File: config.mk
export PLATFORM = sky130hd
export DESIGN_NAME = regfile_wb_scheduler
export DESIGN_NICKNAME = d
export VERILOG_FILES = /design/src/rtl/regfile_wb_scheduler.sv
export SDC_FILE = /design/constraint.sdc
export NUM_CORES = 1
export LEC_CHECK = 0
export ABC_AREA = 1
export BUFFER_PORTS_ARGS = -buffer_cell sky130_fd_sc_hd__buf_2
export CAP_MARGIN = 10
export CELL_PAD_IN_SITES_DETAIL_PLACEMENT = 2
export CELL_PAD_IN_SITES_GLOBAL_PLACEMENT = 2
export CORE_AREA = 8 8 132 134
export DETAILED_ROUTE_END_ITERATION = 10
export DIE_AREA = 0 0 140 142
export GPL_TIMING_DRIVEN = 0
export PLACE_DENSITY = 0.76
export SETUP_SLACK_MARGIN = 0.3
export SYNTH_ARGS = -nofsm -noshare
export SYNTH_HDL_FRONTEND = slang
export SYNTH_SLANG_ARGS = --single-unit
File: constraint.sdc
create_clock -name clk -period 1.8 [get_ports clk]
set_clock_uncertainty 0.15 [all_clocks]
set_input_delay 0.18 -clock clk [delete_from_list [all_inputs] [get_ports clk]]
set_output_delay 0.18 -clock clk [all_outputs]
set_load 0.005 [all_outputs]
File: src/rtl/regfile_wb_scheduler.sv
// regfile_wb_scheduler: arbitrates two writeback sources onto one register-file write port
// and tracks long-latency destinations so the issue stage can stall on RAW hazards.
module regfile_wb_scheduler #(
   parameter int DATA_W = 32,
   parameter int ADDR_W = 5
) (
   input  logic              clk,
   input  logic              rst_n,
   input  logic              a_valid,
   output logic              a_ready,
   input  logic [ADDR_W-1:0] a_reg,
   input  logic [DATA_W-1:0] a_data,
   input  logic              b_valid,
   output logic              b_ready,
   input  logic [ADDR_W-1:0] b_reg,
   input  logic [DATA_W-1:0] b_data,
   input  logic              rsv_en,
   input  logic [ADDR_W-1:0] rsv_reg,
   input  logic [ADDR_W-1:0] query_addr1,
   input  logic [ADDR_W-1:0] query_addr2,
   output logic              busy1,
   output logic              busy2,
   output logic              write_en,
   output logic [ADDR_W-1:0] write_reg,
   output logic [DATA_W-1:0] write_data
);
   localparam int N = 1 << ADDR_W;
   logic          r_last_b;
   logic [N-1:0]  r_pending;
   logic [N-1:0]  w_set;
   logic [N-1:0]  w_clr;
   logic [N-1:0]  w_one;
   assign w_one   = {{(N-1){1'b0}}, 1'b1};
   assign a_ready = rst_n && a_valid && (!b_valid || r_last_b);
   assign b_ready = rst_n && b_valid && (!a_valid || !r_last_b);
   assign w_set   = rsv_en ? (w_one << rsv_reg) : '0;
   assign w_clr   = b_ready ? (w_one << b_reg) : '0;
   assign busy1   = (query_addr1 != '0) && (r_pending[query_addr1] || (write_en && write_reg == query_addr1));
   assign busy2   = (query_addr2 != '0) && (r_pending[query_addr2] || (write_en && write_reg == query_addr2));
   always_ff @(posedge clk or negedge rst_n) begin
      if (!rst_n) begin
         r_last_b   <= 1'b1;
         r_pending  <= '0;
         write_en   <= 1'b0;
         write_reg  <= '0;
         write_data <= '0;
      end else begin
         if (a_valid && b_valid) r_last_b <= !r_last_b;
         // set after clear so a fresh reservation survives a same-cycle retire
         r_pending <= ((r_pending & ~w_clr) | w_set) & ~w_one;
         write_en  <= a_ready ? (a_reg != '0) : b_ready ? (b_reg != '0) : 1'b0;
         if (a_ready) begin
            write_reg  <= a_reg;
            write_data <= a_data;
         end else if (b_ready) begin
            write_reg  <= b_reg;
            write_data <= b_data;
         end
      end
   end
endmodule

==> results of run 1 <==
-- worst register-to-register path, cell delays in order, from the launching register on --
cell       delay, ps
dfstp_2          560
buf_6            110
o211ai_4         120
buf_6            150
buf_6            130
nand2_8          110
buf_6            120
clkbuf_16        160
nor2_4            60
a31oi_4          260
-- through the flow --
step | util, % | std cells
after floorplan | - | 571
after global placement | 31.8 | 887
after detailed placement | 32.0 | 888
after CTS | 46.6 | 1007
after global routing | 52.4 | 1037
final | 52.4 | 1037
-- worst max path at each step --
stage / startpoint / endpoint / slack (ps) / cells past startpoint
3_3_place_gp: rst_n / r_pending[22]$_DFF_PN0_ / -1230 / 7
3_5_place_dp: rst_n / r_pending[26]$_DFF_PN0_ / -460 / 8
2_1_floorplan: r_last_b$_DFFE_PN1P_ / write_reg[4]$_DFFE_PN0P_ / 310 / 6
5_1_grt: r_pending[7]$_DFF_PN0_ / busy2 / -430 / 11
4_1_cts: r_pending[15]$_DFF_PN0_ / busy1 / -120 / 11
6_report: r_pending[6]$_DFF_PN0_ / busy2 / -310 / 11
-- layout make-up --
class | count | area share, %
multi-input cells | 409 | 36.6
repair buffers | 257 | 27.0
flip-flops and latches | 70 | 21.8
plain buffers | 34 | 4.77
well taps | 192 | 2.97
clock buffers | 10 | 2.96
inverters | 59 | 2.91
clock inverters | 5 | 1.04
diodes | 1 | 0.0310
-- timing repair --
action | CTS | global route
resized for setup | 242 | 158
endpoints found under the setup margin | 73 | 73
setup buffers | 18 | 28
endpoints found under the hold margin | 82 | 2
gates cloned | 11 | 0
hold buffers | 75 | 1
pin swaps | 35 | 24
-- synth_stat cells (all sizes together) --
master	instances
a31oi	32
o221ai	1
dfrtp	69
nand4	16
buf	14
clkinv	1
nand2	155
dfstp	1
o22ai	8
or2	1
o211ai	1
nand3	69
and3	1
inv	58
a21oi	4
o21ai	74
nor3	6
nor2	38
nor4	1
clkbuf	20
xnor2	1
-- logic make-up (layout without fill, tap and decap cells) --
| kind of cell | after synthesis | in the layout |
|---|---|---|
| compound gates | 120 | 120 |
| xor+xnor | 1 | 1 |
| buf+inv | 93 | 365 |
| flops | 70 | 70 |
| other cells | 0 | 1 |
| simple gates | 287 | 288 |
-- layer usage --
layer | global-route usage, % | wire length [um] | up-vias | share of wire (%)
li1 | - | - | 2460 | -
met1 | 31.7 | 13200 | 3135 | 36
met2 | 55.4 | 18400 | 413 | 50
met3 | 7.38 | 2650 | 151 | 7.2
met4 | 20.1 | 2470 | 2 | 6.7
met5 | 0 | 15 | - | 0.041
-- where the power goes --
part / switching [mW] / total [mW] / internal [mW]
clock: 1.00 / 2.26 / 1.25
sequential: 0.722 / 2.79 / 2.07
combinational: 2.38 / 4.25 / 1.87
-- layout by cell type, fill, tap and decap left out, types with 22 or more instances in the layout --
master and instances:
o21ai_1 25, nand3_1 41, inv_2 24, nand2_1 134
inv_1 31, dfrtp_1 63, buf_2 128, nand3_2 27
nor2_4 32, buf_4 28, dlygate4sd3_1 70, o21ai_2 38
buf_6 22
==> flow_metrics.env, run 1 <==
export IMPL_drt_first_pass_iters=5
export IMPL_clkTransAtPathRegs_ps=70
export IMPL_grt_pass1_wl_um=45100
export IMPL_netlist_area_leader_share_pct=42.7
export IMPL_nets=934
export IMPL_dpl_instance_area_um2=4940
export IMPL_cp_top_family="simple AND/OR/NAND/NOR gates"
export IMPL_synth_fa_ha_area_share_pct=0
export IMPL_crit_type="flop to output port"
export IMPL_arrival_ps=1780
export IMPL_die_w_um=140
export IMPL_insertion_delay_ps=370
export IMPL_tns_ps=-4460
export IMPL_status="complete, but fails checks"
export IMPL_wl_per_cell_um=35.4
export IMPL_vias=6161
export IMPL_worstSetupEndpointType="output port"
export IMPL_synth_top_area_cell="dfrtp_1"
export IMPL_worst_r2r_path_depth=9
export IMPL_synth_top_family_by_area="simple AND/OR/NAND/NOR gates"
export IMPL_p_leak_nw=3.54
export IMPL_grt_usage_pct=30.8
export IMPL_multi_input_area_um2=2960
export IMPL_drtAntennaViolNets=0
export IMPL_synth_seq_cells=70
export IMPL_gp_congestion=0.836
export IMPL_grt_pass1_vias=6754
export IMPL_totalWireLength_um=36700
export IMPL_synth_xor_area_share_pct=0.217
export IMPL_start_util_pct=26.2
export IMPL_design_core_area_um2=15400
export IMPL_synthSimpleGateAreaFrac_pct=30.3
export IMPL_start_kind="flop"
export IMPL_synth_cell_type_count=28
export IMPL_grt_max_degree=25
export IMPL_ir_drop_uv=1420
export IMPL_p_total_mw=9.30
export IMPL_path_cells="inv_1, nand2_1, nand3_1, nand3_1, nand3_1, nand2_1, nand2_2, nand3_2, nand2_1, inv_1, buf_2"
export IMPL_reg2reg_to="write_data[15]$_DFFE_PN0P_"
export IMPL_layout_min_cycle_time_ps=2110
export IMPL_rr_startpoint="r_last_b$_DFFE_PN1P_"
export IMPL_syn_nets=665
export IMPL_final_period_utilization_pct=117
export IMPL_r2r_slack_ps=-220
export IMPL_fmax_mhz=475
export IMPL_cts_sinks=70
export IMPL_avgViaCountPerCell=5.94
export IMPL_p_per_area_nw_per_um2=1150
export IMPL_port_buffers=124
export IMPL_antenna_found_initial=2
export IMPL_rows=46
export IMPL_synth_compound_area_share_pct=16.6
export IMPL_cp_max_fo=2
export IMPL_cts_root_buf="clkbuf_16"
export IMPL_critical_path_max_stage_delay_ps=440
export IMPL_seq_area_um2=1760
export IMPL_area_growth_pct=100
export IMPL_ys_seq_area_share_pct=43.4
export IMPL_largest_reg_flops=32
export IMPL_hp_class="primary input to async pin"
export IMPL_overflow=0
export IMPL_worst_pin_slew_ps=683
export IMPL_drive_above_1_share_pct=49.8
export IMPL_cts_max_level=3
export IMPL_synthCells=571
export IMPL_yosys_mux_area_fraction_pct=0
export IMPL_post_route_drc_count=0
export IMPL_place_ws_ps=-465
export IMPL_dp_hpwl_um=14600
export IMPL_drt_iter0_markers=582
export IMPL_clockBufferDepth=2
export IMPL_layout_setup_ws_ps=-307
export IMPL_slowest_stage="dfrtp_1"
export IMPL_setup_violations=44
export IMPL_hold_ws_ps=-20.5
export IMPL_final_area_um2=8080
export IMPL_syn_avg_cell_area_um2=7.08
export IMPL_slew_violations=0
export IMPL_yosysWarnings=0
export IMPL_die_h_um=142
export IMPL_grt_setup_unrepaired="yes"
export IMPL_synth_area_um2=4040
export IMPL_die_area_um2=19900
export IMPL_numCtsBuffers=9
export IMPL_synth_area_leaders="dfrtp_1 (43%), nand2_1 (14%), o21ai_0 (8.5%), nand3_1 (8.4%), inv_1 (5.1%)"
export IMPL_hold_viol=2
export IMPL_path_buf_inv=3
export IMPL_nFillCells=1578
export IMPL_cts_tree="yes"
export IMPL_critPathRequiredTime_ps=1470
export IMPL_violations="hold timing, setup timing"
export IMPL_boundaryPins=136
export IMPL_relSlewSlack_pct=54.4
export IMPL_cap_violations=0
Note: power is estimated with default switching activity, not from simulation.
==> run 2: changes to the inputs <==
==> constraint.sdc (replaced) <==
create_clock -name clk -period 1.8 [get_ports clk]
set_clock_uncertainty 0.15 [all_clocks]
set_input_delay 0.09 -clock clk [delete_from_list [all_inputs] [get_ports clk]]
set_output_delay 0.09 -clock clk [all_outputs]
set_load 0.005 [all_outputs]
==> run 2 against run 1 <==
Global-route usage increased by 0.15 points. The flow finishes with violations (setup timing). Die area unchanged. Maximum frequency increased by 3.2%. Hold slack improved by 120 ps. Sequential cell count unchanged. Final cell count increased by 1.3%. Largest cell class unchanged. Design area increased by 2.7%. Combinational power increased by 5.4%. Utilization increased by 1.4 points.
==> flow_metrics.env, run 2 (synthesis gave the netlist of run 1 again) <==
export IMPL_final_common_cell="nand2_1"
export IMPL_antenna_found_initial=3
export IMPL_die_area_um2=19900
export IMPL_overflow=0
export IMPL_cts_max_level=3
export IMPL_final_period_utilization_pct=113
export IMPL_cap_violations=0
export IMPL_cp_num_cells=11
export IMPL_clockBufferDepth=2
export IMPL_p_per_area_nw_per_um2=1150
export IMPL_mostFrequentLayoutCells="nand2_1 (138), buf_2 (128), dlygate4sd3_1 (77)"
export IMPL_drive_above_1_share_pct=50.5
export IMPL_gp_congestion=0.836
export IMPL_cts_sinks=70
export IMPL_arrival_ps=1800
export IMPL_grt_pass1_wl_um=45300
export IMPL_worstSetupEndpointType="output port"
export IMPL_slowest_stage="dfrtp_1"
export IMPL_grt_usage_pct=31.0
export IMPL_layout_min_cycle_time_ps=2040
export IMPL_dp_hpwl_um=14600
export IMPL_slew_violations=0
export IMPL_r2r_slack_ps=-220
export IMPL_cp_max_fo=2
export IMPL_nets=945
export IMPL_worst_pin_slew_ps=842
export IMPL_port_buffers=124
export IMPL_ir_drop_uv=1220
export IMPL_clkTransAtPathRegs_ps=80
export IMPL_die_w_um=140
export IMPL_layout_setup_ws_ps=-242
export IMPL_hold_ws_ps=99.9
export IMPL_boundaryPins=136
export IMPL_rows=46
export IMPL_cts_root_buf="clkbuf_16"
export IMPL_path_cells="inv_1, nand2_1, nand3_1, nand3_1, nand3_2, nand2_2, nand2_2, nand3_2, nand2_1, inv_1, buf_2"
export IMPL_drt_iter0_markers=610
export IMPL_area_growth_pct=105
export IMPL_violations="setup timing"
export IMPL_start_util_pct=26.2
export IMPL_avgViaCountPerCell=6.18
export IMPL_numCtsBuffers=9
export IMPL_worst_r2r_path_depth=8
export IMPL_insertion_delay_ps=380
export IMPL_cp_endpoint="busy1"
export IMPL_crit_type="flop to output port"
export IMPL_p_leak_nw=3.63
export IMPL_status="complete, but fails checks"
export IMPL_setup_violations=70
export IMPL_hp_class="primary input to flop"
export IMPL_critical_path_max_stage_delay_ps=440
export IMPL_critPathRequiredTime_ps=1560
export IMPL_post_route_drc_count=0
export IMPL_grt_setup_unrepaired="yes"
export IMPL_drt_first_pass_iters=5
export IMPL_wl_per_cell_um=37.5
export IMPL_cp_top_family="simple AND/OR/NAND/NOR gates"
export IMPL_vias=6486
export IMPL_largest_reg_flops=32
export IMPL_reg2reg_to="r_pending[15]$_DFF_PN0_"
export IMPL_grt_max_degree=50
export IMPL_die_h_um=142
export IMPL_path_buf_inv=3
export IMPL_relSlewSlack_pct=43.9
export IMPL_start_kind="flop"
export IMPL_totalWireLength_um=39400
export IMPL_rr_startpoint="r_last_b$_DFFE_PN1P_"
export IMPL_cp_startpoint="r_pending[10]$_DFF_PN0_"
export IMPL_hold_viol=0
export IMPL_drtAntennaViolNets=0
export IMPL_fin_util_pct=53.8
export IMPL_grt_pass1_vias=6744
export IMPL_cts_tree="yes"
export IMPL_place_ws_ps=-375
export IMPL_design_core_area_um2=15400
export IMPL_fmax_mhz=490
-- run 2: changes by cell type in the layout (fill, tap and decap cells not counted), sizes merged --
cell	delta
clkbuf	+1
dlygate4sd3	+7
clkinvlp	-1
bufbuf	-1
diode	+2
clkinv	+1
buf	+4
-- run 2: timing repair --
item | in CTS | in global routing
buffers inserted | 23 | 26
hold buffers | 77 | 8
setup endpoints to repair | 70 | 74
gates cloned | 9 | 2
gates resized for setup | 261 | 157
hold endpoints to repair | 114 | 70
pin swaps | 44 | 43
-- run 2: per-layer routing --
metal | GRT usage [%] | part of all wire [%] | vias to the layer above
met5 | 0 | 0.033 | -
met4 | 19.0 | 8.7 | 2
met3 | 5.80 | 7.5 | 218
met2 | 56.4 | 49 | 491
met1 | 32.7 | 35 | 3287
li1 | - | - | 2488
-- run 2: how the worst min path moves through the flow --
| stage | from | to | cells past startpoint | slack (ps) |
|---|---|---|---|---|
| finish | rsv_reg[2] | r_pending[31]$_DFF_PN0_ | 4 | 100 |
| global route | rsv_reg[2] | r_pending[31]$_DFF_PN0_ | 4 | 100 |
| CTS | rst_n | write_data[4]$_DFFE_PN0P_ | 4 | -320 |
| detailed placement | rst_n | write_data[10]$_DFFE_PN0P_ | 1 | -110 |
| global placement | a_data[14] | write_data[14]$_DFFE_PN0P_ | 3 | 190 |
| floorplan | rst_n | r_pending[10]$_DFF_PN0_ | 0 | -360 |
-- run 2: worst register-to-register path: cells and delay by family (launching register included) --
kind,cells,cell delay [ps]
compound gates,2,340
buf+inv,3,460
flops,1,410
simple gates,3,490
-- run 2: power by group --
part,switching (mW),internal (mW),total (mW)
Combinational,2.55,1.92,4.48
Clock,1.02,1.25,2.28
Sequential,0.764,2.07,2.83
-- run 2: per-stage QoR --
step | total power, mW | area, um^2 | setup TNS (ps) | std cells
6_report | 9.59 | 8300 | -7760 | 1050
5_1_grt | 9.70 | 8300 | -7360 | 1050
4_1_cts | 7.52 | 7260 | -41.4 | 1012
3_5_place_dp | 4.35 | 4940 | -16890 | 888
3_3_place_gp | 4.22 | 4910 | -77610 | 887
2_1_floorplan | 3.36 | 4050 | 0 | 571
-- run 2: layout make-up --
| cell class | instances | area (um^2) |
|---|---|---|
| Antenna cell | 3 | 7.51 |
| Inverter | 59 | 239 |
| Fill cell | 1598 | 7120 |
| Tap cell | 192 | 240 |
| Clock inverter | 5 | 83.8 |
| Multi-Input combinational cell | 409 | 3050 |
| Sequential cell | 70 | 1760 |
| Timing Repair Buffer | 268 | 2290 |
| Clock buffer | 10 | 239 |
| Buffer | 34 | 384 |
